File: config.mk
export PLATFORM = sky130hd
export DESIGN_NAME = dm_arbiter
export DESIGN_NICKNAME = d
export VERILOG_FILES = /design/src/rtl/dm_arbiter.sv
export SDC_FILE = /design/constraint.sdc
export NUM_CORES = 1
export LEC_CHECK = 0
export BUFFER_PORTS_ARGS = -buffer_cell sky130_fd_sc_hd__buf_4
export CAP_MARGIN = 10
export CELL_PAD_IN_SITES_DETAIL_PLACEMENT = 0
export CELL_PAD_IN_SITES_GLOBAL_PLACEMENT = 1
export CORE_MARGIN = 2
export CORE_UTILIZATION = 32
export DETAILED_ROUTE_END_ITERATION = 7
export GPL_TIMING_DRIVEN = 0
export PLACE_DENSITY = 0.84
export SLEW_MARGIN = 0
export SYNTH_ARGS = -nofsm -noshare
export SYNTH_HDL_FRONTEND = slang
export SYNTH_SLANG_ARGS = --single-unit
File: constraint.sdc
create_clock -name clk -period 2.3 [get_ports clk]
set_input_delay 0.23 -clock clk [delete_from_list [all_inputs] [get_ports clk]]
set_output_delay 0.23 -clock clk [all_outputs]
set_load 0.05 [all_outputs]
File: src/rtl/dm_arbiter.sv
// Round-robin arbiter sharing one data-memory port between the CPU MEM stage
// and the program loader; each grant is a single-cycle access.
//
// state   | meaning
// IDLE    | no access; memory port parked at zero
// ACC_CPU | CPU owns the memory port for this cycle
// ACC_LD  | loader owns the memory port for this cycle
module dm_arbiter #(
  parameter int ADDR_W = 7,
  parameter int DATA_W = 32
) (
  input  logic              clk,
  input  logic              rst_n,
  input  logic              cpu_req,
  input  logic              cpu_we,
  input  logic [ADDR_W-1:0] cpu_addr,
  input  logic [DATA_W-1:0] cpu_wdata,
  output logic              cpu_gnt,
  output logic              cpu_stall,
  output logic [DATA_W-1:0] cpu_rdata,
  output logic              cpu_rvalid,
  input  logic              ld_req,
  input  logic              ld_we,
  input  logic [ADDR_W-1:0] ld_addr,
  input  logic [DATA_W-1:0] ld_wdata,
  output logic              ld_gnt,
  output logic [DATA_W-1:0] ld_rdata,
  output logic              ld_rvalid,
  output logic [ADDR_W-1:0] dm_addr,
  output logic [DATA_W-1:0] dm_wdata,
  output logic              dm_we,
  output logic              dm_re,
  input  logic [DATA_W-1:0] dm_rdata,
  output logic [15:0]       cpu_wait_cnt
);

  localparam logic [1:0] IDLE    = 2'd0;
  localparam logic [1:0] ACC_CPU = 2'd1;
  localparam logic [1:0] ACC_LD  = 2'd2;

  logic [1:0] state;
  logic [1:0] state_nxt;
  logic       last_ld;
  logic       cpu_m;
  logic       ld_m;

  // A requester's held request is masked during its own access so it cannot
  // be serviced twice; staying high afterwards counts as a fresh request.
  always_comb begin
    cpu_m     = cpu_req && (state != ACC_CPU);
    ld_m      = ld_req && (state != ACC_LD);
    state_nxt = IDLE;
    if (cpu_m && ld_m) begin
      state_nxt = last_ld ? ACC_CPU : ACC_LD;
    end else if (cpu_m) begin
      state_nxt = ACC_CPU;
    end else if (ld_m) begin
      state_nxt = ACC_LD;
    end
  end

  always_ff @(posedge clk or negedge rst_n) begin
    if (!rst_n) begin
      state   <= IDLE;
      last_ld <= 1'b1;
    end else begin
      state <= state_nxt;
      if (state_nxt == ACC_CPU) begin
        last_ld <= 1'b0;
      end else if (state_nxt == ACC_LD) begin
        last_ld <= 1'b1;
      end
    end
  end

  assign cpu_gnt   = (state == ACC_CPU);
  assign ld_gnt    = (state == ACC_LD);
  assign cpu_stall = cpu_req && !cpu_gnt;

  always_comb begin
    dm_addr  = '0;
    dm_wdata = '0;
    dm_we    = 1'b0;
    dm_re    = 1'b0;
    if (cpu_gnt) begin
      dm_addr  = cpu_addr;
      dm_wdata = cpu_wdata;
      dm_we    = cpu_we;
      dm_re    = !cpu_we;
    end else if (ld_gnt) begin
      dm_addr  = ld_addr;
      dm_wdata = ld_wdata;
      dm_we    = ld_we;
      dm_re    = !ld_we;
    end
  end

  always_ff @(posedge clk or negedge rst_n) begin
    if (!rst_n) begin
      cpu_rdata  <= '0;
      cpu_rvalid <= 1'b0;
      ld_rdata   <= '0;
      ld_rvalid  <= 1'b0;
    end else begin
      cpu_rvalid <= cpu_gnt && !cpu_we;
      ld_rvalid  <= ld_gnt && !ld_we;
      if (cpu_gnt && !cpu_we) begin
        cpu_rdata <= dm_rdata;
      end
      if (ld_gnt && !ld_we) begin
        ld_rdata <= dm_rdata;
      end
    end
  end

  always_ff @(posedge clk or negedge rst_n) begin
    if (!rst_n) begin
      cpu_wait_cnt <= '0;
    end else if (cpu_stall && (cpu_wait_cnt != 16'hFFFF)) begin
      cpu_wait_cnt <= cpu_wait_cnt + 16'd1;
    end
  end

endmodule

### Word level (Yosys, flattened, before mapping)

Cells that the tools add are included.

* add/sub/neg operators: 1
* multipliers: 0
* div/mod/pow operators: 0
* $lt $le $gt $ge: 0
* equal/unequal tests: 7
* shifts and indexed selects: 0
* mux-type cells: 14
* bitwise operators: 0
* reductions and logical operators: 11

Operators by type and width (number)
* 32-bit two-way mux: 2
* 16-bit by 1-bit adder with 16-bit output, second input constant: 1
* 16-bit != test, second input constant: 1
* 7-bit two-way mux: 2
* 2-bit two-way mux: 4
* 1-bit logical AND: 7
* 1-bit two-way mux: 6
* 2-bit by 1-bit == test with 1-bit output, second input constant: 2
* 2-bit == test, second input constant: 2
* 1-bit zero test: 3
* 2-bit by 1-bit != test with 1-bit output, second input constant: 1
* 2-bit != test, second input constant: 1
* 2-bit nonzero test: 1

* register bits: 85
* bits in latches: 0
* memory bits (writable): 0
* memory bits (read-only): 0
* input bits: 116
* output and inout bits: 126
* logic and storage cells: 40
* memories: 0

### Logic depth before layout (Yosys ltp)

Gate-level depths: netlist (run 1).

* depth after elaboration: 8
* depth in mapped cells: 8
* gate-level depth less buffers: 6

### Worst setup path after synthesis (run 1)

No wires, ideal clock.

* path kind: register to output
* start: register state[1]
* end: output dm_addr[0]
* data arrival time: 1938 ps
* required time: 2070 ps
* setup slack: 132 ps
* cell stages (with the launch flop): 6
* buffers on the path: 2
* cell sequence: dfrtp_1 > nand2b_1 > buf_2 > inv_1 > clkbuf_1 > a22o_1

* elaborated cells on any way between the ends: 4
* classes of those cells: eq/ne (2); mux (2)

RTL lines
* start: declaration: line 41 `logic [1:0] state;`
* start signal: assignment: line 67 `state <= state_nxt;`
* 2-bit by 1-bit == test with 1-bit output: line 76 `assign cpu_gnt = (state == ACC_CPU);`
* net cpu_gnt: line 18 `output logic cpu_gnt,`
* 7-bit two-way mux: line 85 `if (cpu_gnt) begin`
* end: declaration: line 29 `output logic [ADDR_W-1:0] dm_addr,`

The timed path passes the listed nets, and every way through them passes these cells.

### Final worst setup path (run 1)

* start: register state[0]
* end: output dm_wdata[28]

* longest elaborated chain between the ends: 3
* elaborated cells on any way between the ends: 4
* classes of those cells: eq/ne (2); mux (2)

RTL lines
* 2-bit == test: line 77 `assign ld_gnt = (state == ACC_LD);`
* 32-bit two-way mux: line 90 `end else if (ld_gnt) begin`
* 32-bit two-way mux (*): line 85
* end: declaration: line 30 `output logic [DATA_W-1:0] dm_wdata,`

Mark *: on every way between the ends. The rest lies on a longest branch, timed or not.

==> results of run 1 <==
==> cells by family after synthesis <==
| family | after synthesis |
|---|---|
| mux | 73 |
| flops | 85 |
| fa+ha+maj | 2 |
| xor+xnor | 5 |
| simple gates | 52 |
| buf+inv | 21 |
| compound gates | 50 |
==> placed cells by master (no fill, tap or decap), drive strengths merged, types with 3 or more instances in the layout <==
cell and n:
a22o 40, and3 3, buf 249, bufinv 3, clkbuf 20, dfrtp 84
inv 5, mux2 71, nand2 9, nand2b 3, nand3 5, nand4 10
nor2 5, nor3 3, nor4 6, o21ai 3, xor2 4
==> where the power goes <==
part	total (mW)	switching (mW)	internal (mW)
registers	2.59	0.426	2.16
clock network	1.66	0.568	1.09
logic	5.75	3.89	1.86
total	10.0	4.88	5.12
==> worst max path at each step <==
| stage | to | depth (start not counted) | slack (ns) |
|---|---|---|---|
| after floorplan | dm_addr[0] | 5 | 0.13 |
| after global placement | ld_rdata[20] | 4 | 0.37 |
| after detailed placement | ld_rdata[22] | 4 | 0.32 |
| after CTS | dm_wdata[17] | 6 | 0.02 |
| after global routing | dm_wdata[28] | 5 | 0.02 |
| final | dm_wdata[28] | 5 | 0.13 |
==> sequential cells by signal, summed over array words and instances, names as in the netlist <==
name          cells
cpu_rdata        32
ld_rdata         32
cpu_wait_cnt     16
state             2
cpu_rvalid        1
last_ld           1
ld_rvalid         1
==> synthesized netlist by cell type, types with 4 or more instances <==
cell type                  number
sky130_fd_sc_hd__nor2_1         4
sky130_fd_sc_hd__nand4_1        9
sky130_fd_sc_hd__nand3_1        4
sky130_fd_sc_hd__inv_1          4
sky130_fd_sc_hd__dfrtp_1       84
sky130_fd_sc_hd__a22o_1        40
sky130_fd_sc_hd__clkbuf_1       9
sky130_fd_sc_hd__xor2_1         4
sky130_fd_sc_hd__mux2_2        70
sky130_fd_sc_hd__buf_2          8
sky130_fd_sc_hd__nor4_1         5
sky130_fd_sc_hd__nand2_1        9
==> area by class of cell <==
cell class	count	area, µm²
fillers	1034	5380
flip-flops and latches	85	2130
repair buffers	241	1810
multi-input cells	182	1620
clock buffers	11	243
well taps	143	179
clock inverters	5	106
plain buffers	17	80.1
inverters	4	15.0
diodes	2	5.00
==> layer usage <==
layer	vias to the layer above	part of all wire, %	wire length [µm]	GRT usage [%]
met2	166	54	6910	35.8
met3	22	8.0	1030	5.69
met5	-	0	0	0
met1	1648	35	4530	19.7
li1	1585	-	-	-
met4	0	2.8	361	8.62
==> critical path, cell delays in order, from the launching register on <==
cell                       delay (ns)
sky130_fd_sc_hd__dfrtp_1         0.37
sky130_fd_sc_hd__nand2b_1        0.20
sky130_fd_sc_hd__inv_1           0.16
sky130_fd_sc_hd__clkbuf_1        0.42
sky130_fd_sc_hd__a22o_1          0.25
sky130_fd_sc_hd__buf_4           0.22
==> per-stage QoR <==
step	std cells	hold slack (ns)	setup slack, ns	area, µm²
2_1_floorplan	288	-0.0656	0.132	3840
3_3_place_gp	672	0.470	0.366	5830
3_5_place_dp	672	0.467	0.317	5830
4_1_cts	688	0.125	0.0225	6170
5_1_grt	690	0.128	0.0211	6190
6_report	690	0.0602	0.133	6190
==> repair_timing <==
item	4_1_cts	5_1_grt
gates resized for setup	0	10
endpoints found under the setup margin	0	18
hold buffers	0	0
==> results.txt, run 1 <==
The setup path with the least slack is of type register to output pin. Once detailed placement completed, the half-perimeter wirelength came to 10,100 µm. The clock skew after layout is 0.00687 ns, and the final cell utilization of the core is 53.5%.

By area, the combinational part of the netlist is dominated by multiplexers. The global-route wire length before repair is 19,000 µm, and the clock insertion delay at the later pin of the skew report is 0.33 ns. TritonCTS built the clock tree. The final clock period utilization by the worst path was 94.2%; the peak supply drop was 1.04 mV.

The run gives 12,800 µm as the routed wire length. Setup violations remaining at the end of the flow were counted as 0. After synthesis, the netlist uses 37 different library cells. The worst register-to-register path has a depth of 4.

For the number of global-route vias before repair, the log shows 3,509. After synthesis, the cell types taking the most area are sky130_fd_sc_hd__dfrtp_1 55%, sky130_fd_sc_hd__mux2_2 21%, sky130_fd_sc_hd__a22o_1 9.1%. Starting utilization of the core area: 33.2%. The most critical setup path has its startpoint at state[0]. Of the total synthesized cell area, the portion taken by AND, OR, NAND and NOR gates is 8.28%. The required arrival time at the worst endpoint is 2.07 ns, and the y dimension of the die is 114 µm. Summing the areas of all xor and xnor instances in the mapped netlist gives 1.14% of the synthesized area. The multiplexer share of the synthesized area came out at 21.5%.

After synthesis, the share of flip-flops with an asynchronous set or reset is 100%. The floorplan has 39 rows. The routed layout has 3,421 vias. The residual overflow from global routing is 0. The final-report max-slew violation count was 0.

After clock tree synthesis, the clock-pin slew on the worst setup and hold paths is 0.06 ns. The run finished with clean final reports. The tools report the number of primary I/O pins as 242.

The clock sink count was 85; the slew at the pin closest to its max-slew limit was 1.05 ns. From synthesis to final layout, the design area changed by 61.2%. The clock root buffer is sky130_fd_sc_hd__clkbuf_16. Across every metal layer, demand over resource in global routing totals 19.2%. The number of buffers inserted to repair setup after CTS was 0; the width of the die was 114 µm. Each instance of the synthesized netlist takes up on average 13.3 µm².

The tools report the number of antenna violations at the first check in global routing as 2. The startpoint identified for the worst register-to-register timing path is state[0]. Synthesis handed over a netlist of 288 instances. The end of the worst register-to-register path was ld_rdata[7]. TritonCTS created 9 clock buffers.

The number of iterations in the first detailed-routing pass was 4. The average via count per standard cell is 4.96, and the sequential element share of the synthesized area is 55.5%. For this design the static power due to leakage is 3.06 nW. For the mapped cell area, the log shows 3840 µm². Kind of capture point of the worst setup path: an output pin. The type of the most critical hold path was primary input to asynchronous set/reset pin.

Entering global routing, the biggest net connects 86 pins. The number of flops mapped to enable cells by yosys was 0. Counting every net in the synthesized netlist gives 406.

In the routed design, unresolved DRC markers number 0. Setup repair after global routing left no endpoint under its margin. The kind of launch point of the worst setup path is a register. Of the cells placed in the final design, the portion with a size suffix greater than 1 is 63.7%. The maximum buffer depth of the clock tree is 2. The congestion estimate from routability-driven global placement came to 0.907. The run gives 10.0 mW as the total power of the final layout. The largest fanout on the critical path was 10; the synthesis-stage register bit count was 85.

After synthesis, the largest area contributor takes up 54.8% of total cell area. The count of nets left with antenna violations after detail routing came out at 0. The fraction of the mapped netlist area in compound gates works out to 10.7%.

The total core area is 11,600 µm². In the final timing run, aggregate negative setup slack is 0 ns. After the first detailed-routing iteration, the DRC count stood at 139. The clock period could shrink to 2.17 ns. The number of maximum-capacitance constraint violations was 0; the maximum clock frequency was 461 MHz. The final layout net count is 658. The area enclosed by the die boundary is 12,900 µm², and the final count of hold timing violations is 0. Headroom to the max-slew limit came out at 30.0%. The leading area contributor after synthesis is sky130_fd_sc_hd__dfrtp_1.

In this run the number of H-tree levels came out at 3. The Yosys step of the flow raised 0 warnings. In the final routed layout, each cell accounts on average for 18.6 µm.

The arrival time of the worst setup path was 1.94 ns; the worst-case register-to-register setup slack was 0.36 ns. In the synthesized netlist the dominant register cell turns out to be sky130_fd_sc_hd__dfrtp_1. For this design the ratio of total power to cell area is 1620 nW/µm². Of the total synthesized cell area, the portion taken by full adders, half adders and majority gates is 0.652%. Port buffering added 241 buffers.
No activity file was read; power rests on OpenSTA's default activity.
==> inputs of run 2 (changes only) <==
--- a/config.mk
+++ b/config.mk
@@ -7,13 +7,11 @@
 export LEC_CHECK = 0
 export BUFFER_PORTS_ARGS = -buffer_cell sky130_fd_sc_hd__buf_4
 export CAP_MARGIN = 10
-export CELL_PAD_IN_SITES_DETAIL_PLACEMENT = 0
-export CELL_PAD_IN_SITES_GLOBAL_PLACEMENT = 1
 export CORE_MARGIN = 2
-export CORE_UTILIZATION = 32
+export CORE_UTILIZATION = 43
 export DETAILED_ROUTE_END_ITERATION = 7
 export GPL_TIMING_DRIVEN = 0
-export PLACE_DENSITY = 0.84
+export PLACE_DENSITY = 0.86
 export SLEW_MARGIN = 0
 export SYNTH_ARGS = -nofsm -noshare
 export SYNTH_HDL_FRONTEND = slang
==> run 2 against run 1 <==
Non-clock buffer count stayed put; largest cell class unchanged; setup slack better by 0.00093 ns; hold slack worse by 0.033 ns; global-route usage is 6.6 points higher; critical endpoint unchanged; critical path depth is 1 higher; clock skew is 0.012 ns higher.
==> results.txt, run 2 (synthesized netlist as in run 1, its figures left out) <==
The number of design rule violations left after detail routing was 0 (unchanged); the number of buffers inserted to repair setup after CTS was 0 (unchanged). The count of nets left with antenna violations after detail routing was 0 (unchanged). The library cell used most frequently in the layout, excluding fill and tap cells, is sky130_fd_sc_hd__buf_4. Post-place instance area: 5780 µm² (-0.75%). For the clock skew after layout, the log shows 0.0188 ns (+0.0120 ns). The tools report the kind of capture point of the worst setup path as an output pin. Clock tree synthesis selected as its root buffer the cell sky130_fd_sc_hd__clkbuf_8. The worst-case register-to-register setup slack came out at 0.43 ns (+0.07 ns).

The run gives 0 (unchanged) as the residual overflow from global routing. Filler cell count: 647 (-37%). Largest fanout on the critical path: 10 (unchanged). Slew at the pin closest to its max-slew limit: 1.07 ns (+0.0148 ns).

The maximum cell stage delay along the critical path was 0.38 ns (-0.04 ns). The final estimated routing congestion in global placement was 0.957 (+5.6%). The number of failing setup endpoints in the final timing report is 0 (unchanged), and the number of global-route vias before repair is 3,582 (+2.1%). Power per standard cell area: 1580 nW/µm² (-2.1%).

The final-report max-slew violation count was 0 (unchanged). The count of port buffers added during placement is 241 (unchanged), and the starting utilization of the core area is 44.2% (+11 points). For the number of buffers created by CTS, the log shows 9 (unchanged). The total core area was 8680 µm² (-25%); the number of iterations in the first detailed-routing pass was 5 (+1). The run gives 2.07 ns (about the same) as the required arrival time at the worst endpoint. The count of cells along the worst register-to-register path was 5 (+1).

The row count was 34 (-13%). The largest registers in the layout are cpu_rdata: 32 flops, ld_rdata: 32 flops, cpu_wait_cnt: 16 flops. Master of the slowest instance on the critical path: sky130_fd_sc_hd__dfrtp_1.

The peak supply drop is 1.21 mV (+16%), and the global-route wire length before repair is 19,200 µm (+1.0%). In the layout the commonest cells are 241 x sky130_fd_sc_hd__buf_4, 84 x sky130_fd_sc_hd__dfrtp_1, 70 x sky130_fd_sc_hd__mux2_2. The leakage power total was 3.00 nW (-2.1%); the average via count per standard cell was 5.31 (+7.1%). The run finished with clean final reports. The post-route setup TNS came out at 0 ns (unchanged).

Detailed placement HPWL: 10,100 µm (+0.38%). The initial detailed-routing violation count is 125 (-10%). The tools report the end of the worst register-to-register path as cpu_wait_cnt[1]. The run gives 9700 µm² (-25%) as the area enclosed by the die boundary.

The critical path goes through nand2b_1 -> buf_2 -> inv_1 -> clkbuf_1 -> a22o_1 -> buf_4. In this run the critical register-to-register path is launched from cpu_wait_cnt[0]. For the number of maximum-capacitance constraint violations, the log shows 0 (unchanged). The share of cells above drive strength 1 works out to 63.7% (unchanged). The y dimension of the die is 98.5 µm (-13%), and the routed wire length is 12,600 µm (-1.7%). The number of antenna violations at the first check in global routing came out at 1 (-1).

The clock sink count came out at 85 (unchanged). The final count of hold timing violations was 0 (unchanged); the width of the die was 98.5 µm (-13%). The routed length per instance was 19.3 µm (+3.8%); the area of all placed cells without fillers was 6010 µm² (-2.8%).

For the clock insertion delay at the later pin of the skew report, the log shows 0.36 ns (+0.03 ns). Setup repair after global routing left no endpoint under its margin. The worst hold margin was 0.0271 ns (-0.0331 ns).

The tools report the deepest level of the CTS H-tree as 3 (unchanged). The logs give 462 MHz (about the same) for the maximum clock frequency and 25.8% (+6.6 points) for the total track usage. The tightest min-delay check is of the primary input to asynchronous set/reset pin type. Path type of the worst setup path: register to output pin. Final cell utilization of the core: 69.3% (+16 points).

For the worst-case headroom to the max-slew limit, the log shows 29.0% (-0.99 points). The final clock period utilization by the worst path was 94.2% (about the same). TritonCTS built the clock tree. The final layout net count is 658 (unchanged), and the number of primary I/O pins is 242 (unchanged). The largest net degree at the start of global routing is 86 (unchanged), and the clock edge transition at the registers on the reported setup and hold paths is 0.10 ns (+0.04 ns).

Compared with the post-synthesis result, the final layout area differs by 56.6%. The detailed-route via count came out at 3,473 (+1.5%). The arrival time of the worst setup path is 1.94 ns (about the same).

The kind of launch point of the worst setup path is a register. The shortest period the worst path allows is 2.17 ns (-0.000929 ns). The maximum buffer depth of the clock tree was 2 (unchanged).
==> run 2: changes by cell type in the layout (fill, tap and decap cells not counted) <==
cell                         previous run  this run
sky130_fd_sc_hd__clkinv_4               0         1
sky130_fd_sc_hd__bufinv_16              3         2
sky130_fd_sc_hd__clkinv_2               0         1
sky130_fd_sc_hd__clkbuf_2               5         4
sky130_fd_sc_hd__diode_2                2         1
sky130_fd_sc_hd__clkbuf_16              9         0
sky130_fd_sc_hd__clkinvlp_4             1         2
sky130_fd_sc_hd__clkbuf_8               1         9
==> run 2: through the flow <==
stage	setup slack, ns	instances	total power, mW
3_5_place_dp	0.366	637	8.38
6_report	0.134	654	9.52
4_1_cts	0.0755	653	9.55
5_1_grt	0.0159	654	9.88
2_1_floorplan	0.132	288	6.47
3_3_place_gp	0.426	637	8.26
==> run 2: how the worst max path moves through the flow <==
stage	start	to	slack [ns]	cells after the start
5_1_grt	state[0]	dm_wdata[16]	0.02	5
3_5_place_dp	state[1]	dm_wdata[1]	0.37	6
6_report	state[1]	dm_wdata[28]	0.13	6
2_1_floorplan	state[1]	dm_addr[0]	0.13	5
3_3_place_gp	state[1]	dm_wdata[3]	0.43	6
4_1_cts	state[0]	dm_we	0.08	5
==> run 2: layout make-up <==
class / instances / area [µm²] / area share [%]
buffer: 17 / 78.8 / 1.31
timing repair buffer: 241 / 1810 / 30.1
multi-input combinational: 182 / 1620 / 27.0
tap: 108 / 135 / 2.25
inverter: 4 / 15.0 / 0.250
sequential: 85 / 2130 / 35.4
antenna: 1 / 2.50 / 0.0416
clock inverter: 7 / 97.6 / 1.62
clock buffer: 9 / 124 / 2.06
==> run 2: timing repair <==
item | in CTS | in global routing
gates resized for setup | 1 | 6
hold buffers | 0 | 0
pin swaps | 0 | 0
endpoints found under the setup margin | 3 | 22
==> run 2: where the power goes <==
part           switching [mW]  leakage (nW)  internal [mW]
clock network           0.552         0.106          0.615
logic                    3.90          1.86           1.86
registers               0.434          1.03           2.15
==> run 2: layer usage <==
metal | vias to the layer above | track usage (%) | wire (µm)
met3 | 20 | 7.38 | 999
li1 | 1589 | - | -
met5 | - | 0 | 0
met2 | 181 | 44.4 | 6380
met4 | 0 | 8.96 | 320
met1 | 1683 | 31.1 | 4920
==> run 2: worst max-delay path, delay by kind of cell (launching register included) <==
family	cells	cell delay [ns]
buffers and inverters	4	0.87
AO/OA/AOI/OAI	1	0.22
flip-flops	1	0.38
AND/OR/NAND/NOR	1	0.13
==> inputs of run 3 (changes only) <==
--- a/config.mk
+++ b/config.mk
@@ -7,6 +7,7 @@
 export LEC_CHECK = 0
 export BUFFER_PORTS_ARGS = -buffer_cell sky130_fd_sc_hd__buf_4
 export CAP_MARGIN = 10
+export CORE_ASPECT_RATIO = 1.75
 export CORE_MARGIN = 2
 export CORE_UTILIZATION = 43
 export DETAILED_ROUTE_END_ITERATION = 7
==> run 3 against run 2 <==
Register-to-register slack better by 0.02 ns; fmax up 0.29%; final area up 1.7%; setup slack better by 0.0062 ns; critical path type unchanged.
==> results.txt, run 3 (synthesized netlist as in run 1, its figures left out) <==
Clock insertion delay at the later pin of the skew report: 0.33 ns (-0.03 ns). In this run the clock root is driven by a sky130_fd_sc_hd__clkbuf_16. For the count of nets left with antenna violations after detail routing, the log shows 0 (unchanged). The final layout net count was 658 (unchanged); the final clock period utilization by the worst path was 93.9% (-0.27 points). The total track usage came out at 27.3% (+1.5 points). The share of cells above drive strength 1 is 62.9% (-0.73 points), and the total core area is 8670 µm² (about the same). Maximum clock frequency: 463 MHz (+0.29%).

The number of buffers created by CTS came out at 9 (unchanged). The average via count per standard cell came out at 5.29 (-0.46%). The deepest level of the CTS H-tree came out at 3 (unchanged). The top cell types in the final layout, fill and taps aside, are 241 x sky130_fd_sc_hd__buf_4, 84 x sky130_fd_sc_hd__dfrtp_1, 70 x sky130_fd_sc_hd__mux2_2. The number of iterations in the first detailed-routing pass came out at 4 (-1). The number of failing setup endpoints in the final timing report came out at 0 (unchanged). Largest net degree at the start of global routing: 86 (unchanged). Arrival time of the worst setup path: 1.93 ns (about the same). Width of the die: 75.4 µm (-23%).

The clock edge transition at the registers on the reported setup and hold paths was 0.06 ns (-0.04 ns). Number of resized instances in the post-cts repair step: 0 (-1). The routed wire length came out at 13,200 µm (+4.3%). The slew at the pin closest to its max-slew limit was 1.07 ns (+0.00871 ns); the final-report max-slew violation count was 0 (unchanged). The routed length per instance was 19.8 µm (+2.7%). The run gives 309 (+150%) as the initial detailed-routing violation count.

The tools report the total power of the final layout as 9.86 mW (+3.6%). TritonCTS built the clock tree. The clock skew after layout is 0.00663 ns (-0.0122 ns). The kind of launch point of the worst setup path is a register. The global-route wire length before repair came out at 19,000 µm (-1.0%). Detailed placement HPWL: 10,800 µm (+6.5%). The shortest period the worst path allows came out at 2.16 ns (-0.00622 ns). For the required arrival time at the worst endpoint, the log shows 2.07 ns (about the same). For the worst-case headroom to the max-slew limit, the log shows 28.4% (-0.58 points).

The tools report the total of hold buffers inserted after clock tree synthesis as 0 (unchanged). The path type of the worst setup path is register to output pin. The detailed-route via count came out at 3,510 (+1.1%). The library cell used most frequently in the layout, excluding fill and tap cells, is sky130_fd_sc_hd__buf_4.

The tools report the number of buffers inserted to repair setup after CTS as 0 (unchanged). The peak supply drop is 0.955 mV (-21%). The run finished with clean final reports. For the maximum buffer depth of the clock tree, the log shows 2 (unchanged). The final estimated routing congestion in global placement is 0.928 (-3.1%), and the number of design rule violations left after detail routing is 0 (unchanged).

Final instance count without filler cells: 664 (+1.5%). The number of primary I/O pins is 242 (unchanged), and the row count is 45 (+32%). For the post-route setup TNS, the log shows 0 ns (unchanged). The starting utilization of the core area was 44.3% (about the same). Kind of capture point of the worst setup path: an output pin.

The area overhead of the layout relative to synthesis was 59.2%; the clock sink count was 85 (unchanged). The largest fanout on the critical path is 10 (unchanged). The tools report the worst-case register-to-register setup slack as 0.45 ns (+0.02 ns).

The largest registers in the layout are cpu_rdata: 32 flops, ld_rdata: 32 flops, cpu_wait_cnt: 16 flops. The number of antenna violations at the first check in global routing is 0 (-1), and the count of port buffers added during placement is 241 (unchanged). The tools report the residual overflow from global routing as 0 (unchanged). The logs give 9730 µm² (+0.30%) for the area enclosed by the die boundary and 0 (unchanged) for the final count of hold timing violations. The leakage power total came out at 3.03 nW (+1.3%). The number of global-route vias before repair was 3,527 (-1.5%); the power per standard cell area was 1610 nW/µm² (+1.9%). The y dimension of the die came out at 129 µm (+31%).

The filler cell count came out at 667 (+3.1%). Setup repair after global routing left no endpoint under its margin. The logs give 646 (+1.4%) for the cell count after placement and 0 (unchanged) for the number of maximum-capacitance constraint violations. The tightest min-delay check is of the primary input to asynchronous set/reset pin type.
run 3: cell type report:
| class | count | area, µm² | area share [%] |
|---|---|---|---|
| inverter | 4 | 15.0 | 0.246 |
| clock inverter | 4 | 72.6 | 1.19 |
| timing repair buffer | 241 | 1810 | 29.6 |
| sequential | 85 | 2130 | 34.8 |
| antenna | 2 | 5.00 | 0.0819 |
| clock buffer | 12 | 236 | 3.87 |
| tap | 117 | 146 | 2.40 |
| multi-input combinational | 182 | 1620 | 26.5 |
| buffer | 17 | 77.6 | 1.27 |
run 3: report_power, final:
part / total, mW / internal [mW] / switching (mW)
logic: 5.76 / 1.86 / 3.90
registers: 2.59 / 2.16 / 0.435
clock network: 1.50 / 0.950 / 0.554
run 3: final timing paths:
check                                      from                to  cells past startpoint
worst max-delay path                   state[1]        dm_addr[5]                      6
worst min-delay path                      rst_n       ld_rdata[4]                      1
worst max register to register  cpu_wait_cnt[0]  cpu_wait_cnt[10]                      6
worst min register to register          last_ld           last_ld                      2
max in group asynchronous                 rst_n  cpu_wait_cnt[10]                      1
min in group clk                    dm_rdata[1]       ld_rdata[1]                      2
run 3: per-layer routing:
| layer | GRT usage, % | vias to the layer above | routed length [µm] |
|---|---|---|---|
| li1 | - | 1585 | - |
| met1 | 29.2 | 1684 | 4350 |
| met2 | 47.8 | 217 | 6910 |
| met3 | 9.40 | 24 | 1540 |
| met4 | 10.5 | 0 | 377 |
| met5 | 0 | - | 0 |
run 3: worst max-delay path, cell delays in order (launching register included):
cell	delay, ns
sky130_fd_sc_hd__dfrtp_1	0.37
sky130_fd_sc_hd__nand2b_1	0.13
sky130_fd_sc_hd__buf_2	0.17
sky130_fd_sc_hd__inv_1	0.14
sky130_fd_sc_hd__clkbuf_1	0.35
sky130_fd_sc_hd__a22o_1	0.24
sky130_fd_sc_hd__buf_4	0.20
run 3: stage by stage:
stage / area, µm² / hold slack [ns] / util (%) / setup WS, ns
after floorplan: 3840 / -0.0656 / - / 0.132
after global placement: 5790 / 0.457 / 66.8 / 0.489
after detailed placement: 5790 / 0.475 / 66.8 / 0.443
after CTS: 6100 / 0.129 / 70.4 / 0.105
after global routing: 6110 / 0.128 / 70.4 / 0.00156
final: 6110 / 0.0695 / 70.5 / 0.140
